===== config.mk =====
export PLATFORM = sky130hd
export DESIGN_NAME = systolic_seq_ctrl_flat
export DESIGN_NICKNAME = d
export VERILOG_FILES = /design/src/rtl/systolic_seq_ctrl_if.sv /design/src/rtl/systolic_seq_ctrl.sv /design/src/flat_wrapper.sv
export SDC_FILE = /design/constraint.sdc
export NUM_CORES = 1
export LEC_CHECK = 0
export ABC_AREA = 1
export CORE_MARGIN = 1
export CORE_UTILIZATION = 46
export CTS_BUF_LIST = sky130_fd_sc_hd__clkbuf_8
export DETAILED_ROUTE_END_ITERATION = 7
export HOLD_SLACK_MARGIN = 0.15
export PLACE_DENSITY = 0.8
export SYNTH_ARGS = -nofsm -noshare
export SYNTH_HDL_FRONTEND = slang
export SYNTH_SLANG_ARGS = --single-unit
export TNS_END_PERCENT = 50

===== constraint.sdc =====
create_clock -name clk -period 1.4 [get_ports clk]
set_clock_uncertainty 0.1 [all_clocks]
set_input_delay 0.28 -clock clk [delete_from_list [all_inputs] [get_ports clk]]
set_output_delay 0.28 -clock clk [all_outputs]
set_load 0.05 [all_outputs]

===== src/rtl/systolic_seq_ctrl_if.sv =====
// Host/array handshake bundle for the systolic sequencer.
// master = sequencer side, slave = host, skew buffers and result consumer.
interface systolic_seq_ctrl_if #(
   parameter int DIM   = 8,
   parameter int ROW_W = $clog2(DIM)
);
   logic             start;
   logic             busy;
   logic             done;
   logic             c_wr_en;
   logic [ROW_W-1:0] c_row;
   logic             feed_vld;
   logic [ROW_W-1:0] feed_k;
   logic             op_valid;
   logic             mac_en;
   logic             rd_vld;
   logic             rd_rdy;

   modport master (
      input  start, op_valid, rd_rdy,
      output busy, done, c_wr_en, c_row, feed_vld, feed_k, mac_en, rd_vld
   );

   modport slave (
      output start, op_valid, rd_rdy,
      input  busy, done, c_wr_en, c_row, feed_vld, feed_k, mac_en, rd_vld
   );
endinterface


===== src/rtl/systolic_seq_ctrl.sv =====
// Sequencer for a DIM x DIM tpumac systolic array: clear, feed/drain, read, done.
// Define SYS_SEQ_PERF_EN to add the saturating perf_stall_cnt output.
module systolic_seq_ctrl #(
   parameter int DIM   = 8,
   parameter int ROW_W = $clog2(DIM),
   parameter int CC_W  = $clog2(3*DIM)
) (
   input  logic                  clk,
   input  logic                  rst,
`ifdef SYS_SEQ_PERF_EN
   output logic [15:0]           perf_stall_cnt,
`endif
   systolic_seq_ctrl_if.master   bus
);

   localparam logic [ROW_W-1:0] ROW_LAST = ROW_W'(DIM - 1);
   localparam logic [CC_W-1:0]  CC_FEED  = CC_W'(DIM);
   localparam logic [CC_W-1:0]  CC_LAST  = CC_W'(3*DIM - 3);

   typedef enum logic [2:0] {
      S_IDLE,
      S_CLEAR,
      S_COMPUTE,
      S_READ,
      S_DONE
   } state_t;

   state_t           state_q, state_d;
   logic [ROW_W-1:0] row_q, row_d;
   logic [CC_W-1:0]  cc_q, cc_d;
   logic             feed_vld;
   logic             mac_en;

`ifdef SYS_SEQ_PERF_EN
   logic [15:0]      stall_cnt_q, stall_cnt_d;
`endif

   always_comb begin
      state_d  = state_q;
      row_d    = row_q;
      cc_d     = cc_q;
      feed_vld = (state_q == S_COMPUTE) && (cc_q < CC_FEED);
      // Only a missing operand beat freezes the array; the drain never waits.
      mac_en   = (state_q == S_COMPUTE) && !(feed_vld && !bus.op_valid);

      case (state_q)
         S_IDLE: begin
            if (bus.start) begin
               state_d = S_CLEAR;
               row_d   = '0;
            end
         end
         S_CLEAR: begin
            if (row_q == ROW_LAST) begin
               state_d = S_COMPUTE;
               row_d   = '0;
               cc_d    = '0;
            end else begin
               row_d = row_q + 1'b1;
            end
         end
         S_COMPUTE: begin
            if (mac_en) begin
               if (cc_q == CC_LAST) begin
                  state_d = S_READ;
                  row_d   = '0;
                  cc_d    = '0;
               end else begin
                  cc_d = cc_q + 1'b1;
               end
            end
         end
         S_READ: begin
            if (bus.rd_rdy) begin
               if (row_q == ROW_LAST) begin
                  state_d = S_DONE;
                  row_d   = '0;
               end else begin
                  row_d = row_q + 1'b1;
               end
            end
         end
         S_DONE:  state_d = S_IDLE;
         default: state_d = S_IDLE;
      endcase
   end

`ifdef SYS_SEQ_PERF_EN
   always_comb begin
      stall_cnt_d = stall_cnt_q;
      if (state_q == S_IDLE && bus.start) begin
         stall_cnt_d = '0;
      end else if (state_q == S_COMPUTE && !mac_en && stall_cnt_q != 16'hFFFF) begin
         stall_cnt_d = stall_cnt_q + 16'd1;
      end
   end

   assign perf_stall_cnt = stall_cnt_q;
`endif

   always_ff @(posedge clk) begin
      if (rst) begin
         state_q     <= S_IDLE;
         row_q       <= '0;
         cc_q        <= '0;
`ifdef SYS_SEQ_PERF_EN
         stall_cnt_q <= '0;
`endif
      end else begin
         state_q     <= state_d;
         row_q       <= row_d;
         cc_q        <= cc_d;
`ifdef SYS_SEQ_PERF_EN
         stall_cnt_q <= stall_cnt_d;
`endif
      end
   end

   // row_q is zero outside CLEAR/READ, so it can drive c_row directly.
   assign bus.busy     = (state_q != S_IDLE);
   assign bus.done     = (state_q == S_DONE);
   assign bus.c_wr_en  = (state_q == S_CLEAR);
   assign bus.c_row    = row_q;
   assign bus.feed_vld = feed_vld;
   assign bus.feed_k   = feed_vld ? cc_q[ROW_W-1:0] : '0;
   assign bus.mac_en   = mac_en;
   assign bus.rd_vld   = (state_q == S_READ);

endmodule


===== src/flat_wrapper.sv =====
// flat-port wrapper written by rule: the top's interface ports become plain ports
module systolic_seq_ctrl_flat 
#(
   parameter int DIM   = 8,
   parameter int ROW_W = $clog2(DIM),
   parameter int CC_W  = $clog2(3*DIM)
)
  (clk, rst, bus_start, bus_op_valid, bus_rd_rdy, bus_busy, bus_done, bus_c_wr_en, bus_c_row, bus_feed_vld, bus_feed_k, bus_mac_en, bus_rd_vld);
  systolic_seq_ctrl_if #(.DIM(DIM), .ROW_W(ROW_W)) bus_i ();
  input  logic clk;
  input  logic rst;
  input wire logic [$bits(bus_i.start)-1:0] bus_start;
  input wire logic [$bits(bus_i.op_valid)-1:0] bus_op_valid;
  input wire logic [$bits(bus_i.rd_rdy)-1:0] bus_rd_rdy;
  output wire logic [$bits(bus_i.busy)-1:0] bus_busy;
  output wire logic [$bits(bus_i.done)-1:0] bus_done;
  output wire logic [$bits(bus_i.c_wr_en)-1:0] bus_c_wr_en;
  output wire logic [$bits(bus_i.c_row)-1:0] bus_c_row;
  output wire logic [$bits(bus_i.feed_vld)-1:0] bus_feed_vld;
  output wire logic [$bits(bus_i.feed_k)-1:0] bus_feed_k;
  output wire logic [$bits(bus_i.mac_en)-1:0] bus_mac_en;
  output wire logic [$bits(bus_i.rd_vld)-1:0] bus_rd_vld;
  assign bus_i.start = bus_start;
  assign bus_i.op_valid = bus_op_valid;
  assign bus_i.rd_rdy = bus_rd_rdy;
  assign bus_busy = bus_i.busy;
  assign bus_done = bus_i.done;
  assign bus_c_wr_en = bus_i.c_wr_en;
  assign bus_c_row = bus_i.c_row;
  assign bus_feed_vld = bus_i.feed_vld;
  assign bus_feed_k = bus_i.feed_k;
  assign bus_mac_en = bus_i.mac_en;
  assign bus_rd_vld = bus_i.rd_vld;
  systolic_seq_ctrl #(.DIM(DIM), .ROW_W(ROW_W), .CC_W(CC_W)) u_core (.clk(clk), .rst(rst), .bus(bus_i));
endmodule

==> impl_metrics.ini <==
[synth]
synth_top_area_share_pct = 29.3
synth_area_leaders = sky130_fd_sc_hd__dfxtp_1 (29%), sky130_fd_sc_hd__nor2_1 (17%), sky130_fd_sc_hd__nand2_1 (11%)
ys_dominant_reg_cell = sky130_fd_sc_hd__dfxtp_1
post_synth_instance_area_um2 = 751
syn_inst = 117
postSynthRegisterBits = 11
library_cell_with_the_largest_summed_area_after_synthesis = sky130_fd_sc_hd__dfxtp_1
yosysMostFrequentCell = sky130_fd_sc_hd__nor2_1
synth_common_cells = sky130_fd_sc_hd__nor2_1 (33), sky130_fd_sc_hd__nand2_1 (22), sky130_fd_sc_hd__inv_1 (12)
ys.warnings.count = 0
synth.yosys.seq_area_share_pct = 29.3
syn-num-nets = 126
number_of_synthesized_flops_with_an_enable_pin = 0
async_flop_share_pct = 0
syn_area_per_cell_um2 = 6.42
synth.lib_cells_used.distinct = 22

[route]
post_drt_via_cell_ratio = 5.49
detail_route.drc_violations = 0
wl_mm = 2.91
routed-via-count = 977
avgRoutedWirePerCell_um = 16.3
residual_antenna_violating_net_count_after_detailed_routing = 0
drt_pass1_iterations = 5
drt_iter0_drc = 75

[die]
dieHeight_um = 42.4
io_pins = 17
fp-row-count = 14
initial_core_util_pct = 49.3
die_area_um2 = 1800
coreArea_um2 = 1520
die_width_um = 42.4

[placed_design]
placement.io_buffers = 16
place.gp.congestion = 0.868
hpwlAfterDp_mm = 1.64

[flow_run]
cap_viol_max_count = 0

[timing]
slew_headroom_pct = 83.2
final_max_slew_viol_count = 0
worst_slack_ns = -0.252
worst-slew-pin-transition_ns = 0.251
post-route-period-util_pct = 118
endpoints_failing_hold = 0
number_of_setup_violations_in_the_final_report = 19
sum_neg_setup_slack_ns = -2.27
unrepaired_setup_endpoints_after_global_routing = yes
max_clock_freq_ghz = 0.605
period_minus_slack_ns = 1.65

[layout]
nFillCells = 60
area_delta_synth_final_pct = 89.0
ff_latch_area_um2 = 236
nNetsFinal = 172
post_route_cells_drive_above_1_share_pct = 55.6
multi_input_comb_area_um2 = 579
num_antenna_cells = 0

[critical_path]
critical_path_class = reg2out
crit_path_max_fanout = 3
worstSetupEndpointType = primary output
slack_of_the_worst_reg_to_reg_path_ns = -0.16
reg2reg_to = u_core.cc_q[4]
timing.critical_path.from_type = flip-flop
worstRegToRegCells = 10
worst_path_arrival_time_ns = 1.27
cp.required_ns = 1.02
r2r_start = u_core.state_q[2]

[cts]
cts_max_level = 1
clk_pin_slew_worst_paths_ns = 0.04
clk_latency_ns = 0.25
numClockSinks = 11
clk_path_buf_depth = 2
cts-buffers-inserted = 3
clk_root_buffer_cell = sky130_fd_sc_hd__clkbuf_8
cts_tree = built

[pwr]
power.static_leakage_uw = 0.000652
power_density_nw_per_um2 = 2040
vdd_drop_max_mv = 1.57
design_power_total_uw = 2890

[grt]
wire_length_of_the_first_global_routing_pass_mm = 4.03
grt_antenna_before_repair = 0
grt_pass1_vias = 929
maximum_number_of_pins_on_one_net_before_global_route_repair = 9
gr-total-overflow = 0
grt_use_total_pct = 30.4

[hold_path]
min_path_cells = 2
holdCritStartpoint = u_core.bus.c_row[2]
worst_hold_path_type = reg2reg
min_delay_worst_endpoint = u_core.bus.c_row[2]

[status]
run_status = finished, violations left
failed_checks = setup timing
## how the worst max path moves through the flow
stage	slack [ns]	to	startpoint
2_1_floorplan	-0.26	bus_feed_k[0]	u_core.cc_q[3]
3_3_place_gp	-0.15	u_core.state_q[0]	bus_start
3_5_place_dp	-0.17	u_core.bus.c_row[1]	bus_start
4_1_cts	-0.24	bus_feed_k[0]	u_core.state_q[2]
5_1_grt	-0.30	bus_feed_k[2]	u_core.cc_q[4]
6_report	-0.25	bus_feed_k[2]	u_core.cc_q[4]
## worst max-delay path, stage by stage (launching register included)
cell	delay, ns
sky130_fd_sc_hd__dfxtp_1	0.30
sky130_fd_sc_hd__or2_4	0.27
sky130_fd_sc_hd__nor2_4	0.14
sky130_fd_sc_hd__inv_4	0.07
sky130_fd_sc_hd__nor2_4	0.11
sky130_fd_sc_hd__buf_12	0.14
## what timing repair did
| item | CTS | global route |
|---|---|---|
| resized for setup | 11 | 11 |
| setup endpoints to repair | 18 | 20 |
| hold endpoints to repair | 0 | 0 |
| pin swaps | 3 | 11 |
| hold buffers | 0 | 0 |
| setup buffers | 2 | 3 |
## final cells by class
class,count,area share [%]
sequential,11,16.7
inverter,16,4.41
clock buffer,3,2.91
tap,16,1.41
clock inverter,1,0.265
multi-input combinational,90,40.8
timing repair buffer,41,33.5
## layout by cell type, fill, tap and decap left out, drive strengths merged
master         Yosys  routed
nand3              7       7
o21bai             1       1
or2                3       3
inv               16      17
nor2              37      37
clkdlybuf4s50      0       4
o21ai              6       6
dfxtp             11      11
buf                0      37
xnor2              1       1
clkbuf             0       3
nand2             27      27
nand4              1       1
nor3               1       1
xor2               1       1
a21oi              1       1
ha                 4       4
## layer usage
metal / GRT usage [%] / vias up / wire length [um]
met1: 30.7 / 449 / 1080
met4: 18.8 / 0 / 106
met3: 5.17 / 17 / 210
met2: 56.6 / 59 / 1510
li1: - / 452 / -
met5: 0 / - / 0
## sequential cells by signal (all words and copies together), names as in the netlist
register and flops:
u_core.bus.c_row 3, u_core.cc_q 5, u_core.state_q 3
## where the power goes
| group | internal (uW) | total (uW) | switching (uW) |
|---|---|---|---|
| registers | 433 | 547 | 114 |
| logic | 897 | 2020 | 1120 |
| clock network | 193 | 321 | 129 |
## through the flow
stage | cells | area, um^2 | util (%) | setup WS (ns) | hold slack [ns]
floorplan | 117 | 828 | - | -0.264 | 0.244
global placement | 169 | 1280 | 83.9 | -0.147 | 0.413
detailed placement | 169 | 1280 | 83.9 | -0.168 | 0.420
CTS | 175 | 1360 | 89.5 | -0.238 | 0.429
global route | 178 | 1420 | 93.1 | -0.297 | 0.492
finish | 178 | 1420 | 93.1 | -0.252 | 0.486
## kinds of logic (layout without fill, tap and decap cells)
group	count (synthesis)	in the layout	share of synthesized area [%]
AND/OR/NAND/NOR	76	76	47.0
buffers and inverters	16	61	8.00
flip-flops	11	11	29.3
AO/OA/AOI/OAI	8	8	6.67
adder cells (fa/ha/maj)	4	4	6.67
XOR/XNOR	2	2	2.33
Note: power is estimated with default switching activity, not from simulation.
